$ cat src/rtl/fetch_unit.sv
// Instruction fetch sequencer: drives a registered instruction memory and aligns data with its PC.
// Define FETCH_HALT_DETECT_EN to stop fetching once HALT_OPCODE is delivered.
module fetch_unit #(
    parameter int                    ADDR_WIDTH  = 8,
    parameter int                    INS_WIDTH   = 9,
    parameter logic [ADDR_WIDTH-1:0] START_PC    = '0,
    parameter logic [INS_WIDTH-1:0]  HALT_OPCODE = '1
) (
    input  logic                  clk,
    input  logic                  rst,
    input  logic                  start,
    input  logic                  stall,
    input  logic                  jump_en,
    input  logic [ADDR_WIDTH-1:0] jump_addr,
    output logic [ADDR_WIDTH-1:0] PC_address,
    output logic                  rEn,
    input  logic [INS_WIDTH-1:0]  mem_ins,
    output logic [INS_WIDTH-1:0]  ins_out,
    output logic [ADDR_WIDTH-1:0] ins_pc,
    output logic                  ins_valid,
    output logic                  halted
);

    typedef enum logic [1:0] {IDLE, RUN, HALT} state_t;

    state_t                state_q, state_d;
    logic [ADDR_WIDTH-1:0] pc_q, pc_d;
    logic [ADDR_WIDTH-1:0] ins_pc_q, ins_pc_d;
    logic                  valid_q, valid_d;
    logic                  halt_hit;

`ifdef FETCH_HALT_DETECT_EN
    assign halt_hit = valid_q && (mem_ins == HALT_OPCODE);
`else
    logic unused_halt_opcode;
    assign unused_halt_opcode = ^HALT_OPCODE;
    assign halt_hit = 1'b0;
`endif

    always_ff @(posedge clk) begin
        if (rst) begin
            state_q  <= IDLE;
            pc_q     <= '0;
            ins_pc_q <= '0;
            valid_q  <= 1'b0;
        end else begin
            state_q  <= state_d;
            pc_q     <= pc_d;
            ins_pc_q <= ins_pc_d;
            valid_q  <= valid_d;
        end
    end

    always_comb begin
        state_d  = state_q;
        pc_d     = pc_q;
        ins_pc_d = ins_pc_q;
        valid_d  = valid_q;
        rEn      = 1'b0;
        case (state_q)
            IDLE, HALT: begin
                valid_d = 1'b0;
                if (start) begin
                    state_d = RUN;
                    pc_d    = START_PC;
                end
            end
            RUN: begin
                // Stall freezes everything; memory holds its output while rEn=0.
                if (!stall) begin
                    rEn      = 1'b1;
                    ins_pc_d = pc_q;
                    valid_d  = 1'b1;
                    if (halt_hit) begin
                        // Read issued this cycle is dropped; halt word itself was just delivered.
                        state_d = HALT;
                        valid_d = 1'b0;
                    end else if (jump_en) begin
                        pc_d    = jump_addr;
                        valid_d = 1'b0;
                    end else begin
                        pc_d = pc_q + 1'b1;
                    end
                end
            end
            default: state_d = IDLE;
        endcase
    end

    assign PC_address = pc_q;
    assign ins_out    = mem_ins;
    assign ins_pc     = ins_pc_q;
    assign ins_valid  = valid_q;
    assign halted     = (state_q == HALT);

endmodule

$ cat config.mk
export PLATFORM = sky130hd
export DESIGN_NAME = fetch_unit
export DESIGN_NICKNAME = d
export VERILOG_FILES = /design/src/rtl/fetch_unit.sv
export SDC_FILE = /design/constraint.sdc
export NUM_CORES = 1
export LEC_CHECK = 0
export CORE_MARGIN = 2
export CORE_UTILIZATION = 34
export DETAILED_ROUTE_END_ITERATION = 12
export GPL_TIMING_DRIVEN = 0
export PLACE_DENSITY = 0.74
export SLEW_MARGIN = 10
export SYNTH_ARGS = -nofsm -noshare
export SYNTH_HDL_FRONTEND = slang
export SYNTH_SLANG_ARGS = --single-unit
$ cat constraint.sdc
create_clock -name clk -period 1.2 [get_ports clk]
set_input_delay 0.12 -clock clk [delete_from_list [all_inputs] [get_ports clk]]
set_output_delay 0.12 -clock clk [all_outputs]
set_load 0.05 [all_outputs]
Word-level counts from Yosys, hierarchy flattened
Cells that the tools add are included.

cells by class
  add/subtract/negate cells = 1
  equality and inequality tests = 4
  multiplexer cells = 11
  bitwise logic cells = 2
  reductions and logical operators = 7

operator list
  cell                 number
  $mux 8               3
  $pmux 8 s2           1
  $add 8x1->8 const B  1
  $reduce_and 2->1     3
  $mux 1               4
  $ne 2x2->1 const B   2
  $pmux 2 s2           1
  $reduce_and 3->1     1
  $eq 2x1->1 const B   1
  $eq 2x2->1 const B   1
  $logic_not 2->1      1
  $mux 2               1
  $not 1->1            2
  $pmux 1 s2           1
  $reduce_bool 2->1    1
  $reduce_or 2->1      1

word-level totals
  register bits after elaboration = 19
  output and inout port bits = 28

Logic depth before layout (Yosys ltp)
Gate-level depths: netlist of the first run.

  word-level depth = 4
  mapped depth = 6

Least setup slack after synthesis of the first run
No wires, ideal clock.

  path type = register to register
  start point = register pc_q[0] (netlist: PC_address[0])
  end point = register pc_q[6] (netlist: PC_address[6])
  setup time = 0.071 ns
  arrival time = 1.532 ns
  required time = 1.129 ns
  path slack = -0.403 ns
  stages on the path, launching flop included = 6
  buffers on the path = 0
  period minus slack after synthesis = 1.603 ns
  cell sequence = dfxtp_1 ha_1 nand3_1 o41ai_1 nand2_1 a21oi_1

between the ends
  longest elaborated chain between the ends = 4

RTL lines
  element                   line  source
  start: declaration        27    logic [ADDR_WIDTH-1:0] pc_q, pc_d;
  start signal: assignment  48    pc_q <= pc_d;
  $add 8x1->8               82    pc_d = pc_q + 1'b1;
  $mux 8                    78    end else if (jump_en) begin
  $mux 8                    70    if (!stall) begin
  $pmux 8 s2                60    case (state_q)

No other way between the ends. The select of a mux whose other input is x is not followed.
A chain may end at the register's enable or synchronous reset.

Worst setup path in the final report of the first run
  start point = register state_q[0]
  end point = register pc_q[5] (netlist: PC_address[5])

between the ends
  longest elaborated chain between the ends = 4
  elaborated cells on any way between the ends = 9

RTL lines
  element                                                    line  source
  start: declaration                                         26    state_t state_q, state_d;
  start signal: assignment                                   47    state_q <= state_d;
  $eq 2x2->1 or $logic_not 2->1 (tied branches)              60
  $reduce_or 2->1                                            60
  $ne 2x2->1 (no line) or $reduce_bool 2->1 (tied branches)  --
  $reduce_and 3->1 (no line)                                 --

Several ways; a longest one is shown, not always the timed one.

==> impl_table.tex, run 1 <==
\begin{tabular}{lr}
\hline
Metric & Value \\
\hline
\multicolumn{2}{l}{\textbf{GRT}} \\
\quad Pin count of the biggest net entering global routing & 11 \\
\quad GR Overflow Total & 0 \\
\quad Initial antenna violation count & 0 \\
\quad Vias in the first global route & about 880 \\
\quad Wire length of the first global-routing pass & between 3000 and 4000 microns \\
\quad Aggregate global-route resource usage & 0.152 \\
\multicolumn{2}{l}{\textbf{STA}} \\
\quad Final period utilization & 1.07 \\
\quad RSZ-0062 raised after global routing & true \\
\quad Minimum setup slack in the final design & -0.0884 ns \\
\quad Minimum period implied by the final worst setup slack & 1.29 ns \\
\quad Final setup violation count & 6 \\
\quad Final hold violations & 0 \\
\quad Worst Hold Margin & 0.160 ns \\
\quad Skew final & $\sim$0.0078 ns \\
\quad Final number of max-transition violations & 0 \\
\quad Max Clock Freq & $\sim$780 MHz \\
\multicolumn{2}{l}{\textbf{Setup path}} \\
\quad Worst Path Arrival & between 1.5 and 2 ns \\
\quad Required time of the worst setup path & between 1 and 1.5 ns \\
\quad Capturing element type of the critical path & register \\
\quad Worst reg-to-reg path cell count & 4 \\
\quad Kind of critical path & register to register \\
\quad Maximum fanout along the worst path & 5 \\
\quad Critical Path Source Type & register \\
\multicolumn{2}{l}{\textbf{Power}} \\
\quad Sequential power share & 0.461 \\
\quad Tot Pwr & between 1 and 1.5 mW \\
\quad Switching share of total power & 0.304 \\
\quad Power share of the combinational group & 0.260 \\
\quad Internal Power & just over 0.9 mW \\
\quad Clock Power Share & 0.278 \\
\quad Peak supply drop & 0.000646 V \\
\quad Reported leakage power & between 0.6 and 0.7 nW \\
\quad Switching power & between 0.4 and 0.5 mW \\
\quad Power per standard cell area & around 870 nW/um\^{}2 \\
\multicolumn{2}{l}{\textbf{Cells and area}} \\
\quad Nets & between 150 and 200 \\
\quad Final core utilization & 0.609 \\
\quad Signed area change from the synthesized netlist to the final layout & 66.4\% \\
\quad Proportion of layout cells with a drive suffix above 1 & 0.399 \\
\quad ANT cells & 0 \\
\quad Final-layout fill cell count & approximately 230 \\
\multicolumn{2}{l}{\textbf{Routing}} \\
\quad Drt via density & 5.05 \\
\quad Initial drt markers & 9 \\
\quad Drc violations & 0 \\
\quad Residual antenna-violating net count after detailed routing & 0 \\
\quad Final routed wirelength across all metal layers & between 2000 and 3000 microns \\
\quad Initial DRT Pass Iterations & 4 \\
\quad Post-DR wirelength/cell & between 10 and 15 microns \\
\quad Total number of vias & 1,025 \\
\multicolumn{2}{l}{\textbf{Synth}} \\
\quad Number of enable-type register cells in the synthesized netlist & 0 \\
\quad Post-synthesis instance area & a little over 900 sq um \\
\quad Count of cell types in the netlist & 30 \\
\quad Seq/Total Area, Yosys & 0.387 \\
\quad Yosys warnings & 0 \\
\quad Post-synth ARST share & 0 \\
\quad Number of instances in the synthesized netlist & about 120 \\
\quad Synth Flop Type & dfxtp\_1 \\
\quad Total nets after synthesis & between 100 and 150 \\
\quad Total of flip-flops plus latches after synthesis & 18 \\
\quad Synthesized area per cell & 7.63 sq um \\
\multicolumn{2}{l}{\textbf{Die}} \\
\quad Die boundary height & between 50 and 60 microns \\
\quad Floorplan row count & 18 \\
\quad Floorplan die width & roughly 56 microns \\
\quad I/O pin total & 50 \\
\quad Area inside the core boundary & 2540 sq um \\
\quad Effective utilization at floorplan & 0.366 \\
\quad Die footprint & $\sim$3200 sq um \\
\multicolumn{2}{l}{\textbf{Clock tree}} \\
\quad Clock sinks & 18 \\
\quad CTS tree & yes \\
\quad Clock Latency Late Sink & roughly 0.30 ns \\
\quad Maximum number of buffers from clock root to sink & 2 \\
\quad Clock-pin slew on the worst setup and hold paths & around 0.10 ns \\
\quad Clock buffers created by TritonCTS & 3 \\
\quad Master cell of the clock root buffer & clkbuf\_4 \\
\quad CTS H-tree lvls & 1 \\
\quad Hold buffers post-CTS & 0 \\
\multicolumn{2}{l}{\textbf{Outcome}} \\
\quad Violated checks & setup timing \\
\quad Result of the run & finished, violations left \\
\multicolumn{2}{l}{\textbf{Flow run}} \\
\quad Number of max-cap violations & 0 \\
\multicolumn{2}{l}{\textbf{Placement}} \\
\quad Final HPWL from detailed placement & about 1800 microns \\
\quad RePlAce Congestion & around 0.77 \\
\quad Quantity of I/O buffers inserted on ports & 37 \\
\multicolumn{2}{l}{\textbf{Min path}} \\
\quad Worst min-delay path class & primary input to register \\
\quad Worst hold stages & 4 \\
\hline
\end{tabular}
[stage by stage]
step                setup WS (ns)  cells  setup TNS, ns  cell area (sq um)
floorplan                 -0.0147    122        -0.0258                968
global placement           -0.965    189          -6.92               1380
detailed placement         -0.971    189          -7.67               1380
CTS                        -0.107    195         -0.593               1430
global route               -0.111    203         -0.485               1550
finish                    -0.0884    203         -0.211               1550
[final cells by class]
cell class	instances	area (sq um)	area share
buffer	16	114	0.0735
timing repair buffer	47	427	0.275
multi-input combinational	86	536	0.346
inverter	2	10.0	0.00646
clock buffer	4	36.3	0.0234
sequential	18	389	0.251
tap	30	37.5	0.0242
[synth_stat cells (2+ instances only)]
cell type | instances | share of area
a21oi_1 | 14 | 0.075
a21oi_2 | 2 | 0.019
buf_4 | 10 | 0.081
clkbuf_1 | 4 | 0.016
dfxtp_1 | 18 | 0.39
inv_1 | 2 | 0.0081
nand2_1 | 29 | 0.12
nand2b_1 | 2 | 0.013
nand3_1 | 3 | 0.016
nor2_1 | 8 | 0.032
nor2b_1 | 2 | 0.013
nor3_1 | 3 | 0.016
o21ai_0 | 5 | 0.027
o31ai_1 | 2 | 0.016
o41ai_1 | 3 | 0.028
[flip-flops by register name, summed over array words and instances (netlist names)]
| signal | flops |
|---|---|
| PC_address | 8 |
| ins_valid | 1 |
| state_q | 1 |
| ins_pc | 8 |
[logic make-up (layout without fill, tap and decap cells)]
logic type | count (synthesis) | count (layout) | share of synthesized area
simple gates | 51 | 51 | 0.242
other cells | 1 | 1 | 0.00403
flops | 18 | 18 | 0.387
mux | 1 | 1 | 0.0108
compound gates | 32 | 32 | 0.220
buf+inv | 18 | 69 | 0.122
fa+ha+maj | 1 | 1 | 0.0134
[per-layer routing]
metal  share of wire  track usage  wire length, microns
met2            0.50        0.245                  1290
met1            0.44        0.187                  1130
met4           0.012       0.0646                    30
met5               0            0                     0
met3           0.053       0.0461                   138
[layout by cell type, fill, tap and decap left out, types with 2 or more instances in the layout]
cell type and n:
nand2_1 29, clkbuf_4 4, nor2b_1 2, clkdlybuf4s15_2 9
dfxtp_1 9, dfxtp_4 7, nor2_1 8, a21oi_1 13
o41ai_1 3, buf_6 2, dfxtp_2 2, clkdlybuf4s50_1 18
nor3_1 2, o21ai_0 3, o21ai_1 3, clkbuf_1 3
buf_2 7, a21oi_2 2, buf_4 20
[what timing repair did]
item	4_1_cts	5_1_grt
gates resized for setup	75	22
setup endpoints to repair	28	20
pin swaps	0	11
buffers inserted	2	8
[power by group through the flow]
stage               Clock, mW  Combinational [mW]  Sequential (mW)
floorplan                   0               0.175            0.660
global placement            0               0.311            0.630
detailed placement          0               0.315            0.631
CTS                     0.388               0.320            0.617
global route            0.414               0.368            0.623
finish                  0.374               0.349            0.619
[path summary, 6_finish.rpt]
check             startpoint       endpoint  slack (ns)
hold reg to reg    ins_pc[0]      ins_pc[0]        0.46
hold / removal       jump_en  PC_address[5]        0.16
setup reg to reg  state_q[0]  PC_address[5]       -0.09
setup / recovery  state_q[0]  PC_address[5]       -0.09
[critical path, cell delays in order, from the launching register on]
cell     delay (ns)
dfxtp_4        0.39
or3b_4         0.43
o21ba_4        0.24
o21ai_2        0.05
a21oi_2        0.11
Note: power is estimated with default switching activity, not from simulation.
==> run 2: changes to the inputs <==
--- a/config.mk
+++ b/config.mk
@@ -10,7 +10,7 @@
 export DETAILED_ROUTE_END_ITERATION = 12
 export GPL_TIMING_DRIVEN = 0
 export PLACE_DENSITY = 0.74
-export SLEW_MARGIN = 10
+export SLEW_MARGIN = 5
 export SYNTH_ARGS = -nofsm -noshare
 export SYNTH_HDL_FRONTEND = slang
 export SYNTH_SLANG_ARGS = --single-unit
==> results of run 2 <==
The final DEF is identical to that of run 1; final timing and power are the same.
